`src/rtl/mig_seq_eval.sv`:
```
// mig_seq_eval -- programmable majority-inverter-graph evaluator.
//
// Up to MAX_NODES three-input majority nodes with optionally complemented
// fanins are held in configuration registers and evaluated one node per
// cycle over W bit-parallel input patterns. With W = 2^NUM_IN and
// projection vectors on x, one pass yields a full truth table.
//
// Ports:
//   clk        rising-edge clock
//   rst_n      asynchronous active-low reset
//   cfg_we     configuration write strobe
//   cfg_addr   node slot 0..MAX_NODES-1, or MAX_NODES for the control word
//   cfg_data   node:    {inv_a,sel_a,inv_b,sel_b,inv_c,sel_c}
//              control: {out_inv,len} in the low AW+1 bits
//   cfg_err    one-cycle pulse after a dropped write (busy or bad address)
//   in_valid   x is valid
//   in_ready   engine idle and able to accept x
//   x          input words, x[i*W +: W] = input i
//   out_valid  y is valid, held until taken
//   out_ready  consumer takes y
//   y          result word
//   busy       engine is not idle
module mig_seq_eval #(
  parameter int NUM_IN    = 4,
  parameter int MAX_NODES = 8,
  parameter int W         = 16,
  localparam int NSIG     = 1 + NUM_IN + MAX_NODES,
  localparam int SELW     = $clog2(NSIG),
  localparam int AW       = $clog2(MAX_NODES + 1),
  localparam int CW       = 3 * (SELW + 1)
) (
  input  logic                clk,
  input  logic                rst_n,
  input  logic                cfg_we,
  input  logic [AW-1:0]       cfg_addr,
  input  logic [CW-1:0]       cfg_data,
  output logic                cfg_err,
  input  logic                in_valid,
  output logic                in_ready,
  input  logic [NUM_IN*W-1:0] x,
  output logic                out_valid,
  input  logic                out_ready,
  output logic [W-1:0]        y,
  output logic                busy
);

  localparam int FW = SELW + 1;
  localparam int IW = (MAX_NODES > 1) ? $clog2(MAX_NODES) : 1;

  typedef enum logic [1:0] {
    IDLE,
    EVAL,
    DONE
  } state_t;

  state_t              state_q, state_d;
  logic [CW-1:0]       node_cfg_q [MAX_NODES];
  logic [CW-1:0]       node_cfg_d [MAX_NODES];
  logic [AW-1:0]       len_q, len_d;
  logic                out_inv_q, out_inv_d;
  logic [NUM_IN*W-1:0] x_q, x_d;
  logic [W-1:0]        node_q [MAX_NODES];
  logic [W-1:0]        node_d [MAX_NODES];
  logic [W-1:0]        y_q, y_d;
  logic [IW-1:0]       idx_q, idx_d;
  logic                cfg_err_q, cfg_err_d;

  logic [NSIG*W-1:0]   sig_flat;
  logic [CW-1:0]       cur_cfg;
  logic [W-1:0]        fan_a, fan_b, fan_c, maj_w;
  logic                last_node;
  logic                cfg_hit;
  logic                accept;

  // Select one fanin from the flattened signal table; indices past the end
  // of the table read as constant 0 before the optional inversion.
  function automatic logic [W-1:0] pick_fanin(input logic [NSIG*W-1:0] sigs,
                                               input logic [FW-1:0]     field);
    logic [W-1:0] v;
    v = '0;
    for (int s = 0; s < NSIG; s++) begin
      if (field[SELW-1:0] == SELW'(s)) v = sigs[s*W +: W];
    end
    return v ^ {W{field[FW-1]}};
  endfunction

  // Signal table: const0, the latched inputs, then node results. Node regs
  // are cleared on acceptance, so self and forward references read 0.
  always_comb begin
    sig_flat = '0;
    sig_flat[W +: NUM_IN*W] = x_q;
    for (int k = 0; k < MAX_NODES; k++) begin
      sig_flat[(1+NUM_IN+k)*W +: W] = node_q[k];
    end
  end

  assign cur_cfg   = node_cfg_q[idx_q];
  assign fan_a     = pick_fanin(sig_flat, cur_cfg[3*FW-1 -: FW]);
  assign fan_b     = pick_fanin(sig_flat, cur_cfg[2*FW-1 -: FW]);
  assign fan_c     = pick_fanin(sig_flat, cur_cfg[FW-1:0]);
  assign maj_w     = (fan_a & fan_b) | (fan_a & fan_c) | (fan_b & fan_c);
  assign last_node = (AW'(idx_q) == (len_q - AW'(1)));

  // A config write blocks acceptance in the same cycle, even if it is dropped.
  assign cfg_hit   = cfg_we && (state_q == IDLE) && (cfg_addr <= AW'(MAX_NODES));
  assign in_ready  = (state_q == IDLE) && !cfg_we;
  assign accept    = in_valid && in_ready;

  always_comb begin
    state_d    = state_q;
    node_cfg_d = node_cfg_q;
    len_d      = len_q;
    out_inv_d  = out_inv_q;
    x_d        = x_q;
    node_d     = node_q;
    y_d        = y_q;
    idx_d      = idx_q;
    cfg_err_d  = cfg_we && !cfg_hit;

    if (cfg_hit) begin
      for (int k = 0; k < MAX_NODES; k++) begin
        if (cfg_addr == AW'(k)) node_cfg_d[k] = cfg_data;
      end
      if (cfg_addr == AW'(MAX_NODES)) begin
        out_inv_d = cfg_data[AW];
        // Lengths beyond the node count clamp to the full graph.
        len_d = (cfg_data[AW-1:0] > AW'(MAX_NODES)) ? AW'(MAX_NODES)
                                                    : cfg_data[AW-1:0];
      end
    end

    case (state_q)
      IDLE: begin
        if (accept) begin
          x_d   = x;
          idx_d = '0;
          for (int k = 0; k < MAX_NODES; k++) node_d[k] = '0;
          if (len_q == '0) begin
            y_d     = {W{out_inv_q}};
            state_d = DONE;
          end else begin
            state_d = EVAL;
          end
        end
      end
      EVAL: begin
        node_d[idx_q] = maj_w;
        idx_d         = idx_q + IW'(1);
        if (last_node) begin
          y_d     = maj_w ^ {W{out_inv_q}};
          state_d = DONE;
        end
      end
      DONE: begin
        if (out_ready) state_d = IDLE;
      end
      default: state_d = IDLE;
    endcase
  end

  always_ff @(posedge clk or negedge rst_n) begin
    if (!rst_n) begin
      state_q   <= IDLE;
      len_q     <= '0;
      out_inv_q <= 1'b0;
      x_q       <= '0;
      y_q       <= '0;
      idx_q     <= '0;
      cfg_err_q <= 1'b0;
      for (int k = 0; k < MAX_NODES; k++) begin
        node_cfg_q[k] <= '0;
        node_q[k]     <= '0;
      end
    end else begin
      state_q    <= state_d;
      len_q      <= len_d;
      out_inv_q  <= out_inv_d;
      x_q        <= x_d;
      y_q        <= y_d;
      idx_q      <= idx_d;
      cfg_err_q  <= cfg_err_d;
      node_cfg_q <= node_cfg_d;
      node_q     <= node_d;
    end
  end

  assign out_valid = (state_q == DONE);
  assign busy      = (state_q != IDLE);
  assign y         = y_q;
  assign cfg_err   = cfg_err_q;

endmodule
```
`config.mk`:
```
export PLATFORM = sky130hd
export DESIGN_NAME = mig_seq_eval
export DESIGN_NICKNAME = d
export VERILOG_FILES = /design/src/rtl/mig_seq_eval.sv
export SDC_FILE = /design/constraint.sdc
export NUM_CORES = 1
export LEC_CHECK = 0
export ABC_AREA = 1
export CELL_PAD_IN_SITES_DETAIL_PLACEMENT = 0
export CELL_PAD_IN_SITES_GLOBAL_PLACEMENT = 1
export CORE_ASPECT_RATIO = 1.2
export CORE_UTILIZATION = 47
export DETAILED_ROUTE_END_ITERATION = 10
export DONT_BUFFER_PORTS = 1
export GPL_TIMING_DRIVEN = 0
export HOLD_SLACK_MARGIN = 0.03
export PLACE_DENSITY_LB_ADDON = 0.1
export SYNTH_ARGS = -nofsm -noshare
export SYNTH_HDL_FRONTEND = slang
export SYNTH_SLANG_ARGS = --single-unit
```
`constraint.sdc`:
```
create_clock -name clk -period 3.6 [get_ports clk]
set_input_delay 0.72 -clock clk [delete_from_list [all_inputs] [get_ports clk]]
set_output_delay 0.72 -clock clk [all_outputs]
set_load 0.01 [all_outputs]
```
==> out/qor.csv <==
metric,value,unit
status,"finished, violations left",
failing checks,negative hold slack,
initial antenna violation count,0,
pins over their slew limit,0,
most frequent cells in the layout,"919 x nand2_1, 339 x dfrtp_1, 323 x nand3_1",
VDD IR-drop max,1.25,mV
Port Buffers,0,
Syn Nets,3027,
"EDFF count, synth",0,
hold slack,-0.160,ns
Max Cap Viol,0,
Slew HR,35.3,%
Final period util,97.1,%
1st-pass router iterations,8,
number of synthesized register bits,339,
Final Net Count,3131,
DRC violations left,0,
setup TNS,0,ns
Synth Area in Compound Gates,10.4,%
Post-Place Cells,3489,
vias in the first global route,20000,
Area Overhead vs Synth,17.8,%
Worst EP arrival,3.94,ns
Worst Tran Pin Value,0.971,ns
n_diodes,0,
synthesized area per cell,6.93,um2
"Distinct cells, synth",41,
Worst Path Max Fanout,10,
initial core utilization,47.5,%
largest net degree at the start of global routing,340,
utilization of the core after routing,56.0,%
crit path kind,register to register,
first-pass GRT wire length,122,mm
DP HPWL,60.7,mm
H-tree depth,2,
Detail Route Antenna Nets,0,
Routed WL,82.7,mm
dominant cells by area after synthesis,"dfrtp_1 42%, nand2_1 18%, nand3_1 8.2%",
final worst slack,0.104,ns
via-per-instance ratio,5.81,
largest family of logic cells by synthesized area,simple AND/OR/NAND/NOR gates,
unrepaired setup endpoints after global routing,true,
Post-Synth XOR/XNOR Area,0.0861,%
area share of fa/ha/maj cells after synthesis,0.123,%
minimum clock period,3.50,ns
Cell Rows,83,
Core Region,0.0428,mm2
"Clk pin slew, worst setup/hold paths",0.06,ns
share of cells above drive strength 1,14.4,%
Root Buffer,clkbuf_16,
Filler cells,4277,
worst-skew pair later-pin latency,0.58,ns
num ports,108,
Hold/Removal Path Class,primary input to asynchronous set/reset pin,
all-layer global routing usage,37.5,%
number of DRC violations after detailed-routing iteration 0,2024,
DIE WIDTH,192,um
critical path required time,4.04,ns
Fmax,286,MHz
final non-filler cell total,3619,
flop2flop setup slack,0.10,ns
Critical Path Start Type,register,
leading area contributor after synthesis,dfrtp_1,
endpoints failing setup,0,
clock buffer depth,3,
Crit. End Element,register,
leakage power,11.3,nW
pre-CTS setup slack,-0.385,ns
"Primary FF master, synth",dfrtp_1,
final hold viol count,246,
Post-Synth Simple-Gate Area,35.8,%
die height,230,um
Die Area,0.0441,mm2
area share of the leading cell type in the synthesized netlist,41.7,%
Num CTS Buffers,39,
Async SR Flop Fraction,100,%
register area share after synthesis,41.7,%
mux contribution to synthesized area,2.16,%
Sink Count,339,
Placer Congestion,0.939,
grt ovf,0,
"most common cell after layout, fill and taps aside",nand2_1,
Pwr per Cell Area,1230,mW/mm2
Post-Syn Area,0.0203,mm2
Synth Warn #,0,
Wirelength per Cell,22.8,um
Gate Count Post-Synth,2937,
CTS tree,built,
Vias,21000,
Clock Skew,0.0252,ns
[per-layer routing]
layer / up-vias / track usage (%) / share of wire (%)
met5: - / 0 / 0
met4: 0 / 19.8 / 5.7
li1: 9740 / - / -
met2: 905 / 63.2 / 49
met1: 10200 / 46.6 / 39
met3: 230 / 4.38 / 6.5
[cells by family after synthesis]
kind of cell | after synthesis
XOR/XNOR | 2
multiplexers | 39
AND/OR/NAND/NOR | 1693
AO/OA/AOI/OAI | 386
flip-flops | 339
buffers and inverters | 476
adder cells (fa/ha/maj) | 2
[sequential cells by signal, summed over array words and instances (netlist names)]
register	flops
node_q	128
idx_q	3
out_inv_q	1
node_cfg_q	120
len_q	4
state_q	2
x_q	64
y	16
cfg_err	1
[through the flow]
stage / hold WS (ns) / power, mW / instance area [um2]
6_report: -0.160 / 29.5 / 24000
5_1_grt: -0.174 / 31.2 / 24000
4_1_cts: -0.180 / 27.0 / 22800
3_5_place_dp: 0.431 / 21.6 / 21000
3_3_place_gp: 0.431 / 21.3 / 21000
2_1_floorplan: 0.424 / 16.0 / 20300
[power by group]
part | switching, mW | internal (mW) | leakage [nW]
Combinational | 12.6 | 6.06 | 6.22
Sequential | 1.15 | 5.23 | 4.42
Clock | 1.72 | 2.77 | 0.677
[worst paths after layout]
| kind | from | endpoint | cells after the start |
|---|---|---|---|
| worst min register to register | node_cfg_q[111]$_DFFE_PN0P_ | node_cfg_q[111]$_DFFE_PN0P_ | 2 |
| min in group clk | out_ready | state_q[1]$_DFFE_PN0P_ | 1 |
| worst max-delay path | idx_q[2]$_DFFE_PN0P_ | node_q[106]$_DFFE_PN0P_ | 24 |
| max in group asynchronous | rst_n | len_q[1]$_DFFE_PN0P_ | 0 |
| worst max register to register | idx_q[2]$_DFFE_PN0P_ | node_q[106]$_DFFE_PN0P_ | 24 |
| worst min-delay path | rst_n | x_q[24]$_DFFE_PN0P_ | 0 |
[cell type report]
| cell class | count | area [um2] | share of cell area, % |
|---|---|---|---|
| plain buffers | 136 | 913 | 3.81 |
| clock buffers | 53 | 1130 | 4.72 |
| clock inverters | 14 | 280 | 1.17 |
| inverters | 338 | 1330 | 5.56 |
| multi-input cells | 2124 | 10500 | 43.8 |
| flip-flops and latches | 339 | 8480 | 35.4 |
| well taps | 552 | 691 | 2.88 |
| repair buffers | 61 | 633 | 2.64 |
| repair inverters | 2 | 12.5 | 0.0522 |
[worst max-delay path, cell delays in order, from the launching register on]
cell        delay, ns
dfrtp_1          0.43
clkinvlp_4       0.18
nor2_4           0.24
buf_6            0.13
nand3_2          0.08
nand2_4          0.10
nor2_4           0.06
and2_4           0.17
buf_6            0.14
buf_12           0.15
nand3_2          0.07
nand3_2          0.10
nor2_2           0.13
nand4_1          0.14
nor2_2           0.22
nand4_1          0.22
nand2_1          0.12
nand2_1          0.07
nand2_1          0.09
nand2_1          0.06
nand2_2          0.07
nand2_4          0.09
buf_12           0.15
nand2_1          0.07
o21ai_1          0.07
[synth_stat cells, types with 3 or more instances]
master    number
nand3_1      333
mux2_2        39
nor2_1       211
buf_4         10
a22o_1         6
a21oi_1       32
buf_6         12
nand2_2       45
buf_2         44
o22ai_1       47
inv_2         15
nor2_4        12
nand4_1      107
nor2_2         4
nand2_1      966
o21ai_0      234
clkbuf_1      63
clkinv_1       7
dfrtp_1      339
buf_1          8
and2_1         5
a221oi_1       6
or2_1          3
o211ai_1      18
inv_1        314
o21ai_1       37
[timing repair]
item / CTS / global route
endpoints found under the hold margin: 339 / 339
gates cloned: 1 / 4
setup endpoints to repair: 140 / 151
pin swaps: 19 / 72
resized for setup: 72 / 230
buffers inserted: 13 / 47
(Power assumes the default switching activity.)
